File: src/rtl/uart_tx_sched_if.sv
// uart_tx_sched_if
//   Bundles the two requester handshakes and the transmitter parallel-load
//   port of the UART transmit scheduler.
//   master : the surrounding system (requesters, transmitter Busy flag)
//   slave  : the scheduler itself
//   Signals:
//     reqN_valid/reqN_data[15:0]/reqN_two : frame offered by requester N
//     reqN_ready                          : combinational accept from scheduler
//     tx_p_data[7:0]/tx_data_valid        : byte and load pulse to transmitter
//     tx_busy                             : transmitter Busy
//     sched_busy/owner/err_to             : scheduler status
interface uart_tx_sched_if;
  logic        req0_valid;
  logic [15:0] req0_data;
  logic        req0_two;
  logic        req0_ready;
  logic        req1_valid;
  logic [15:0] req1_data;
  logic        req1_two;
  logic        req1_ready;
  logic [7:0]  tx_p_data;
  logic        tx_data_valid;
  logic        tx_busy;
  logic        sched_busy;
  logic        owner;
  logic        err_to;

  modport master (
    output req0_valid, req0_data, req0_two,
    output req1_valid, req1_data, req1_two,
    output tx_busy,
    input  req0_ready, req1_ready,
    input  tx_p_data, tx_data_valid, sched_busy, owner, err_to
  );

  modport slave (
    input  req0_valid, req0_data, req0_two,
    input  req1_valid, req1_data, req1_two,
    input  tx_busy,
    output req0_ready, req1_ready,
    output tx_p_data, tx_data_valid, sched_busy, owner, err_to
  );
endinterface

File: src/rtl/uart_tx_sched.sv
// uart_tx_sched
//   Two-requester transmit scheduler in front of the UART transmitter.
//   Accepts 1- or 2-byte frames, arbitrates between the two sources and
//   feeds one byte at a time into the transmitter parallel-load port,
//   pacing each load on the transmitter Busy flag. A load that never sees
//   Busy rise within BUSY_TO cycles aborts the rest of the frame.
//   Ports:
//     clk   : system clock, rising edge
//     rst_n : asynchronous active-low reset
//     bus   : uart_tx_sched_if.slave (requesters, transmitter, status)
//   Parameters:
//     BUSY_TO : busy-rise timeout in cycles, 2..255
//   Build option:
//     UART_TX_SCHED_RR_EN : round-robin arbitration when defined,
//                           fixed priority (req0 wins) otherwise.
module uart_tx_sched #(
  parameter int BUSY_TO = 16
) (
  input logic           clk,
  input logic           rst_n,
  uart_tx_sched_if.slave bus
);

  typedef enum logic [1:0] {IDLE, LOAD, WAIT_HI, WAIT_LO} state_t;

  localparam logic [7:0] TO_LAST = 8'(BUSY_TO - 1);

  state_t      state_reg;
  logic [7:0]  hold_hi_reg;   // second byte of the captured frame
  logic        hold_two_reg;
  logic        index_reg;
  logic [7:0]  cnt_reg;
  logic [7:0]  tx_p_data_reg;
  logic        tx_data_valid_reg;
  logic        sched_busy_reg;
  logic        owner_reg;
  logic        err_to_reg;

  logic        grant0;
  logic        grant1;
  logic        can_accept;
  logic        accept0;
  logic        accept1;
  logic [15:0] acc_data;
  logic        acc_two;

`ifdef UART_TX_SCHED_RR_EN
  // Index of the requester that wins the next contested grant.
  logic rr_ptr_reg;

  assign grant0 = bus.req0_valid & (~bus.req1_valid | ~rr_ptr_reg);
  assign grant1 = bus.req1_valid & (~bus.req0_valid |  rr_ptr_reg);

  // Favour whoever was not just served.
  always_ff @(posedge clk or negedge rst_n) begin
    if (!rst_n) begin
      rr_ptr_reg <= 1'b0;
    end else if (accept0 | accept1) begin
      rr_ptr_reg <= accept0;
    end
  end
`else
  assign grant0 = bus.req0_valid;
  assign grant1 = bus.req1_valid & ~bus.req0_valid;
`endif

  // rst_n is part of the ready term so no transfer is signalled while the
  // design is held in reset.
  assign can_accept     = (state_reg == IDLE) & ~bus.tx_busy & rst_n;
  assign accept0        = grant0 & can_accept;
  assign accept1        = grant1 & can_accept;
  assign bus.req0_ready = accept0;
  assign bus.req1_ready = accept1;

  assign acc_data = accept1 ? bus.req1_data : bus.req0_data;
  assign acc_two  = accept1 ? bus.req1_two  : bus.req0_two;

  // Load outputs are registered on entry to LOAD so the pulse lines up
  // with the LOAD cycle itself.
  always_ff @(posedge clk or negedge rst_n) begin
    if (!rst_n) begin
      state_reg         <= IDLE;
      hold_hi_reg       <= 8'h00;
      hold_two_reg      <= 1'b0;
      index_reg         <= 1'b0;
      cnt_reg           <= 8'h00;
      tx_p_data_reg     <= 8'h00;
      tx_data_valid_reg <= 1'b0;
      sched_busy_reg    <= 1'b0;
      owner_reg         <= 1'b0;
      err_to_reg        <= 1'b0;
    end else begin
      tx_data_valid_reg <= 1'b0;
      err_to_reg        <= 1'b0;
      case (state_reg)
        IDLE: begin
          if (accept0 | accept1) begin
            hold_hi_reg       <= acc_data[15:8];
            hold_two_reg      <= acc_two;
            owner_reg         <= accept1;
            index_reg         <= 1'b0;
            tx_p_data_reg     <= acc_data[7:0];
            tx_data_valid_reg <= 1'b1;
            sched_busy_reg    <= 1'b1;
            state_reg         <= LOAD;
          end
        end
        LOAD: begin
          cnt_reg   <= 8'h00;
          state_reg <= WAIT_HI;
        end
        WAIT_HI: begin
          if (bus.tx_busy) begin
            state_reg <= WAIT_LO;
          end else begin
            cnt_reg <= cnt_reg + 8'd1;
            // Counter reaches BUSY_TO on this edge: abort the frame.
            if (cnt_reg == TO_LAST) begin
              err_to_reg     <= 1'b1;
              sched_busy_reg <= 1'b0;
              state_reg      <= IDLE;
            end
          end
        end
        WAIT_LO: begin
          if (!bus.tx_busy) begin
            if (hold_two_reg && !index_reg) begin
              index_reg         <= 1'b1;
              tx_p_data_reg     <= hold_hi_reg;
              tx_data_valid_reg <= 1'b1;
              state_reg         <= LOAD;
            end else begin
              sched_busy_reg <= 1'b0;
              state_reg      <= IDLE;
            end
          end
        end
        default: state_reg <= IDLE;
      endcase
    end
  end

  assign bus.tx_p_data     = tx_p_data_reg;
  assign bus.tx_data_valid = tx_data_valid_reg;
  assign bus.sched_busy    = sched_busy_reg;
  assign bus.owner         = owner_reg;
  assign bus.err_to        = err_to_reg;

endmodule

File: src/flat_wrapper.sv
// flat-port wrapper written by rule: the top's interface ports become plain ports
module uart_tx_sched_flat 
#(
  parameter int BUSY_TO = 16
)
  (clk, rst_n, bus_req0_valid, bus_req0_data, bus_req0_two, bus_req1_valid, bus_req1_data, bus_req1_two, bus_tx_busy, bus_req0_ready, bus_req1_ready, bus_tx_p_data, bus_tx_data_valid, bus_sched_busy, bus_owner, bus_err_to);
  uart_tx_sched_if bus_i ();
  input logic clk;
  input logic rst_n;
  input wire logic [$bits(bus_i.req0_valid)-1:0] bus_req0_valid;
  input wire logic [$bits(bus_i.req0_data)-1:0] bus_req0_data;
  input wire logic [$bits(bus_i.req0_two)-1:0] bus_req0_two;
  input wire logic [$bits(bus_i.req1_valid)-1:0] bus_req1_valid;
  input wire logic [$bits(bus_i.req1_data)-1:0] bus_req1_data;
  input wire logic [$bits(bus_i.req1_two)-1:0] bus_req1_two;
  input wire logic [$bits(bus_i.tx_busy)-1:0] bus_tx_busy;
  output wire logic [$bits(bus_i.req0_ready)-1:0] bus_req0_ready;
  output wire logic [$bits(bus_i.req1_ready)-1:0] bus_req1_ready;
  output wire logic [$bits(bus_i.tx_p_data)-1:0] bus_tx_p_data;
  output wire logic [$bits(bus_i.tx_data_valid)-1:0] bus_tx_data_valid;
  output wire logic [$bits(bus_i.sched_busy)-1:0] bus_sched_busy;
  output wire logic [$bits(bus_i.owner)-1:0] bus_owner;
  output wire logic [$bits(bus_i.err_to)-1:0] bus_err_to;
  assign bus_i.req0_valid = bus_req0_valid;
  assign bus_i.req0_data = bus_req0_data;
  assign bus_i.req0_two = bus_req0_two;
  assign bus_i.req1_valid = bus_req1_valid;
  assign bus_i.req1_data = bus_req1_data;
  assign bus_i.req1_two = bus_req1_two;
  assign bus_i.tx_busy = bus_tx_busy;
  assign bus_req0_ready = bus_i.req0_ready;
  assign bus_req1_ready = bus_i.req1_ready;
  assign bus_tx_p_data = bus_i.tx_p_data;
  assign bus_tx_data_valid = bus_i.tx_data_valid;
  assign bus_sched_busy = bus_i.sched_busy;
  assign bus_owner = bus_i.owner;
  assign bus_err_to = bus_i.err_to;
  uart_tx_sched #(.BUSY_TO(BUSY_TO)) u_core (.clk(clk), .rst_n(rst_n), .bus(bus_i));
endmodule
File: config.mk
export PLATFORM = sky130hd
export DESIGN_NAME = uart_tx_sched_flat
export DESIGN_NICKNAME = d
export VERILOG_FILES = /design/src/rtl/uart_tx_sched_if.sv /design/src/rtl/uart_tx_sched.sv /design/src/flat_wrapper.sv
export SDC_FILE = /design/constraint.sdc
export NUM_CORES = 1
export LEC_CHECK = 0
export BUFFER_PORTS_ARGS = -buffer_cell sky130_fd_sc_hd__buf_2
export CAP_MARGIN = 15
export CORE_MARGIN = 10
export CORE_UTILIZATION = 46
export DETAILED_ROUTE_END_ITERATION = 7
export GPL_TIMING_DRIVEN = 1
export PLACE_DENSITY = 0.83
export SYNTH_ARGS = -nofsm -noshare
export SYNTH_HDL_FRONTEND = slang
export SYNTH_SLANG_ARGS = --single-unit
File: constraint.sdc
create_clock -name clk -period 1.8 [get_ports clk]
set_clock_uncertainty 0.15 [all_clocks]
set_input_delay 0.27 -clock clk [delete_from_list [all_inputs] [get_ports clk]]
set_output_delay 0.27 -clock clk [all_outputs]
set_load 0.02 [all_outputs]
==> summary.md, run 1 <==
| Metric | Value |
|---|---|
| Util after Layout | about two thirds |
| Largest net degree at the start of global routing | 20 |
| CTS tree | done |
| Initial antenna violation count | 0 |
| Worst Path Arrival | 1.50 ns |
| Finished Layout Cells | 307 |
| CTS Buf Count | 5 |
| Failing checks | setup timing |
| CTS H-tree lvls | 2 |
| Final period utilization | 107% |
| Clk_lat worst skew | 0.29 ns |
| CP top delay family | flip-flops |
| Actual slew at the worst max-slew pin | 0.429 ns |
| Iter 0 DRT Violations | 92 |
| Fin. Hold Viols | 0 |
| CP startpoint kind | flop |
| Cell Rows | 22 |
| Worst setup startpoint | u_core.state_reg[1] |
| Warnings from Yosys | 0 |
| Hold path start | bus_req0_data[8] |
| Endpoint of the worst register-to-register path | u_core.bus.tx_p_data[3] |
| Reg-to-Reg Start | u_core.state_reg[1] |
| Clock Tree Root | clkbuf_8 |
| Starting Density | 48.2% |
| FF+latch count, synth | 32 |
| CP cell instances | inv_2 > ha_4 > nand3b_4 > nor3b_4 > buf_12 > buf_8 |
| Final setup viols | 18 |
| Worst hold path class | primary input to flop |
| Core Region | 0.00369 sq mm |
| FFs w/ async S/R, synth | 100% |
| Max Clock Freq | 0.521 GHz |
| Slew Limit Headroom | 71.3% |
| Post-synth top area cell | dfrtp_1 |
| Detailed Place HPWL | 3590 um |
| Detailed Route WL | 4870 um |
| EDFF count, synth | 0 |
| Inserted Diodes | 0 |
| Hold Path End | u_core.hold_hi_reg[0] |
| Prevailing post-synth register cell | dfrtp_1 |
| Sink Count | 32 |
| Pre-CTS WS | -0.0594 ns |
| CP max FO | 4 |
| R2R depth | 8 |
| Total power | roughly 3.6 mW |
| Total GRT Usage | 14.6% |
| Reg2reg setup slack | -0.12 ns |
| Final net count | 302 |
| Placed cells | between 200 and 300 |
| Post-synth top cells | 32 x dfrtp_1, 22 x nand2_1, 20 x mux2i_1, 16 x nor2_1, 11 x nand3_1 |
| Synth Area in Compound Gates | 14.3% |
| Setup TNS Final | -1.13 ns |
| DR vias/cell | 5.31 |
| DIE AREA | about 0.0068 sq mm |
| First-pass GRT wire length | 7580 um |
| Clk buf depth | 2 |
| CTS clock-pin slew for the worst setup and hold paths | 0.06 ns |
| Share of cells above drive strength 1 | 39.8% |
| Wire length per cell | between 15 and 20 um |
| Io pins | 53 |
| Synth Area in Adders | 3.52% |
| P&R area growth vs syn | 39.3% |
| Slew Limit Fails | 0 |
| Grt total ovfl | 0 |
| WHS Path Cells | 3 |
| I/O Buffers | 52 |
| Chip height | 82.2 um |
| Syn_area_per_cell | between 10 and 15 sq um |
| Post-DP Area | 0.00222 sq mm |
| Post-synthesis cell count | approximately 180 |
| Final WS setup | -0.119 ns |
| Final hold slack | approximately 0.13 ns |
| CP max-delay cell | dfrtp_1 |
| Worst EP required | between 1 and 1.5 ns |
| Cell Pwr Density | 1440 mW/mm^2 |
| Die width | 82.2 um |
| Worst Setup End Kind | output port |
| Via count | 1631 |
| Synth Area in Simple Gates | around a fifth |
| Peak VDD IR | 0.000667 V |
| Synth Area in XOR/XNOR | between 1 and 1.5% |
| Antenna viol nets, final | 0 |
| Drt drc | 0 |
| Cell with the most instances after synthesis | dfrtp_1 |
| Mapped Nets | 221 |
| Outcome | complete, but fails checks |
| Max Cap Violations | 0 |
| Cell leakage power | ~1.2 nW |
| Synth top area cells | dfrtp_1 45%, mux2i_1 11%, nand2_1 4.6% |
| Placer Congestion | a little under 0.8 |
| Synthesized area | 0.00178 sq mm |
| Fin area | ~0.0025 sq mm |
| Post-synthesis mux area share | 11.9% |
| Post-synth cell types | 40 |
| # fillers | just under 300 |
| Worst path bufs/invs | 3 |
| Area share of the largest cell type after synthesis | between 40% and 50% |
| DRT Pass-1 Iters | 4 |
| Minimum clock period | 1.92 ns |
| Slowest stage delay, CP | between 0.3 and 0.4 ns |
| Crit path kind | flop to output port |
| Main combinational cell family by area after synthesis | simple AND/OR/NAND/NOR gates |
| Register area share after synthesis | 45.0% |
| Vias in the first global route | between 1500 and 2000 |
| RSZ-0062 raised after global routing | yes |
placed cells by master (no fill, tap or decap), types with 3 or more instances in the layout:
| cell type | Yosys | final |
|---|---|---|
| a21oi_1 | 10 | 10 |
| nand2b_1 | 6 | 5 |
| o211ai_1 | 9 | 9 |
| dlygate4sd3_1 | 0 | 3 |
| mux2i_1 | 20 | 20 |
| dfrtp_1 | 32 | 32 |
| buf_2 | 3 | 50 |
| buf_6 | 2 | 4 |
| xnor2_1 | 3 | 3 |
| inv_2 | 0 | 3 |
| o21ai_0 | 3 | 3 |
| nor2_1 | 16 | 16 |
| clkbuf_8 | 0 | 6 |
| ha_1 | 5 | 3 |
| nand2_1 | 22 | 22 |
| nand3_1 | 11 | 9 |
| o21a_1 | 3 | 3 |
| buf_4 | 0 | 22 |
how the worst max path moves through the flow:
| stage | end | cells after the start |
|---|---|---|
| 2_1_floorplan | u_core.hold_hi_reg[0] | 8 |
| 3_3_place_gp | bus_req1_ready | 6 |
| 3_5_place_dp | u_core.bus.tx_p_data[1] | 7 |
| 4_1_cts | bus_req1_ready | 6 |
| 5_1_grt | u_core.bus.tx_p_data[3] | 8 |
| 6_report | bus_req1_ready | 6 |
power breakdown:
group / internal [mW] / total [mW] / switching (mW)
registers: 0.994 / 1.18 / 0.189
logic: 0.846 / 1.83 / 0.988
clock network: 0.311 / 0.564 / 0.253
worst min-delay path: cells and delay by family:
kind                   cells  cell delay, ns
buffers and inverters      1            0.07
muxes                      1            0.05
AOI/OAI and AO/OA          1            0.13
layout make-up:
class	instances	area, sq um	area share, %
clock buffer	8	90.1	3.63
inverter	4	15.0	0.606
multi-input combinational	133	967	39.0
sequential	32	801	32.3
tap	48	60.1	2.42
timing repair buffer	82	546	22.0
timing repair:
action	4_1_cts	5_1_grt
cloned	0	1
endpoints found under the hold margin	32	0
pin swaps	6	0
gates resized for setup	9	10
setup endpoints to repair	13	26
buffers inserted	6	2
hold buffers	3	0
kinds of logic after synthesis:
logic type / Yosys count
mux: 21
fa+ha+maj: 5
simple gates: 67
flops: 32
compound gates: 37
xor+xnor: 3
buf+inv: 12
routing by layer:
layer  global-route usage (%)  wire [um]  up-vias
met5                        0          0        -
met4                     7.82        138        0
met3                     5.83        361       13
met2                     23.6       2420       55
met1                     16.2       1950      772
li1                         -          -      791
Note: power is estimated with default switching activity, not from simulation.
==> inputs of run 2 (changes only) <==
CORE_UTILIZATION = 48   (was 46)
CTS_BUF_LIST = sky130_fd_sc_hd__clkbuf_8   (was default)
CTS_CLUSTER_SIZE = 10   (was default)
PLACE_DENSITY = 0.86   (was 0.83)
==> summary.md, run 2 (synthesized netlist as in run 1, its figures left out) <==
| Metric | Value |
|---|---|
| Worst hold path class | primary input to flop |
| Final WS setup | -0.131 ns |
| Crit path kind | flop to flop |
| Max Clock Freq | just over 0.5 GHz |
| Commonest cells after routing, fill and taps aside | 50 x buf_2, 32 x dfrtp_1, 22 x nand2_1, 20 x buf_4, 19 x mux2i_1 |
| Final setup viols | 16 |
| Reg-to-Reg Start | u_core.state_reg[1] |
| Worst Path Arrival | 1.95 ns |
| Pre-CTS WS | -0.0638 ns |
| Wire length per cell | 16.2 um |
| Post-DP Area | 0.00220 sq mm |
| Die width | 80.9 um |
| Drt drc | 0 |
| Leading cell type in the layout, fill and taps excluded | buf_2 |
| Actual slew at the worst max-slew pin | ~0.66 ns |
| Detailed Route WL | 4900 um |
| Slew Limit Headroom | 56.0% |
| Io pins | 53 |
| Worst Setup End Kind | flop |
| Worst setup endpoint | u_core.hold_hi_reg[1] |
| First-pass GRT wire length | 7990 um |
| I/O Buffers | 52 |
| Antenna viol nets, final | 0 |
| Vias in the first global route | 1662 |
| Iter 0 DRT Violations | 114 |
| Cell Rows | 22 |
| Sink Count | 32 |
| Worst EP required | about 1.8 ns |
| Inserted Diodes | 0 |
| Grt total ovfl | 0 |
| Cell Pwr Density | 1410 mW/mm^2 |
| CP startpoint kind | flop |
| DRT Pass-1 Iters | 4 |
| Final period utilization | 107% |
| Starting Density | 49.0% |
| Minimum clock period | ~1.9 ns |
| RSZ-0062 raised after global routing | yes |
| CP max-delay cell | dfrtp_1 |
| Setup TNS Final | -0.672 ns |
| Chip height | slightly above 80 um |
| Endpoint of the worst register-to-register path | u_core.hold_hi_reg[1] |
| DR vias/cell | 5.33 |
| Worst setup startpoint | u_core.state_reg[1] |
| DIE AREA | approximately 0.0065 sq mm |
| CTS tree | done |
| Failing checks | setup timing |
| CTS H-tree lvls | 2 |
| Fin. Hold Viols | 0 |
| Slew Limit Fails | 0 |
| Outcome | complete, but fails checks |
| Final net count | between 200 and 300 |
| Core Region | 0.00363 sq mm |
| R2R depth | 8 |
| P&R area growth vs syn | 35.3% |
| Clock Tree Root | clkbuf_8 |
| Max Cap Violations | 0 |
| Util after Layout | between 60% and 70% |
| Clk buf depth | 2 |
| Largest net degree at the start of global routing | 19 |
| Peak VDD IR | 0.000704 V |
| Detailed Place HPWL | 3410 um |
| Total GRT Usage | 15.5% |
| Placer Congestion | ~0.8 |
| Cell leakage power | between 1 and 1.5 nW |
| Reg2reg setup slack | -0.13 ns |
| Initial antenna violation count | 0 |
| Fin area | ~0.0024 sq mm |
| Via count | 1610 |
| CTS Buf Count | 5 |
| Total power | 3.39 mW |
| CTS clock-pin slew for the worst setup and hold paths | around 0.070 ns |
| CP max FO | 11 |
| CP cell instances | inv_2 > ha_4 > nand3b_4 > nor3b_4 > buf_12 > buf_6 > mux2i_1 > a21oi_1 |
| Clk_lat worst skew | 0.29 ns |
| Slowest stage delay, CP | 0.40 ns |
| Share of cells above drive strength 1 | 38.6% |
-- run 2: cell types whose count changed in the layout (fill, tap and decap cells not counted), sizes merged --
cell,previous run,this run
inv,4,5
clkinv,0,1
dlygate4sd3,3,2
clkbuf,8,5
buf,79,76
-- run 2: layout make-up --
cell class | count | area, sq um
fill | 291 | 1230
multi-input combinational | 133 | 945
sequential | 32 | 801
timing repair buffer | 78 | 509
clock buffer | 5 | 68.8
tap | 48 | 60.1
inverter | 4 | 15.0
clock inverter | 2 | 8.76
-- run 2: layer usage --
| metal | wire, um | track usage (%) | part of all wire [%] | vias to the layer above |
|---|---|---|---|---|
| li1 | - | - | - | 782 |
| met1 | 1970 | 18.5 | 40 | 764 |
| met2 | 2430 | 25.0 | 50 | 51 |
| met3 | 330 | 4.75 | 6.7 | 13 |
| met4 | 166 | 7.27 | 3.4 | 0 |
| met5 | 0 | 0 | 0 | - |
-- run 2: report_power, final --
group / switching [mW] / internal [mW] / leakage (nW)
logic: 0.916 / 0.765 / 0.701
clock network: 0.264 / 0.257 / 0.0452
registers: 0.191 / 0.994 / 0.399
-- run 2: critical path: cells and delay by family (launching register included) --
kind | cells | cell delay [ns]
flops | 1 | 0.40
mux | 1 | 0.28
fa+ha+maj | 1 | 0.16
buf+inv | 3 | 0.40
simple gates | 2 | 0.31
compound gates | 1 | 0.11
-- run 2: worst min path at each step --
stage | startpoint | slack, ns | endpoint | depth (start not counted)
2_1_floorplan | rst_n | -0.18 | u_core.bus.err_to | 0
3_3_place_gp | rst_n | 0.17 | u_core.hold_two_reg | 2
3_5_place_dp | rst_n | 0.18 | u_core.hold_two_reg | 2
4_1_cts | bus_req0_data[9] | 0.13 | u_core.hold_hi_reg[1] | 3
5_1_grt | bus_req0_two | 0.14 | u_core.hold_two_reg | 3
6_report | bus_req0_data[12] | 0.13 | u_core.hold_hi_reg[4] | 3
-- run 2: metrics by stage --
step	instances	hold slack (ns)
floorplan	177	-0.176
global placement	284	0.172
detailed placement	284	0.180
CTS	301	0.131
global route	302	0.145
finish	302	0.128
-- run 2: repair_timing --
action,in CTS,in global routing
gates resized for setup,8,6
pin swaps,2,5
endpoints found under the hold margin,32,0
hold buffers,2,0
setup buffers,8,1
setup endpoints to repair,10,26
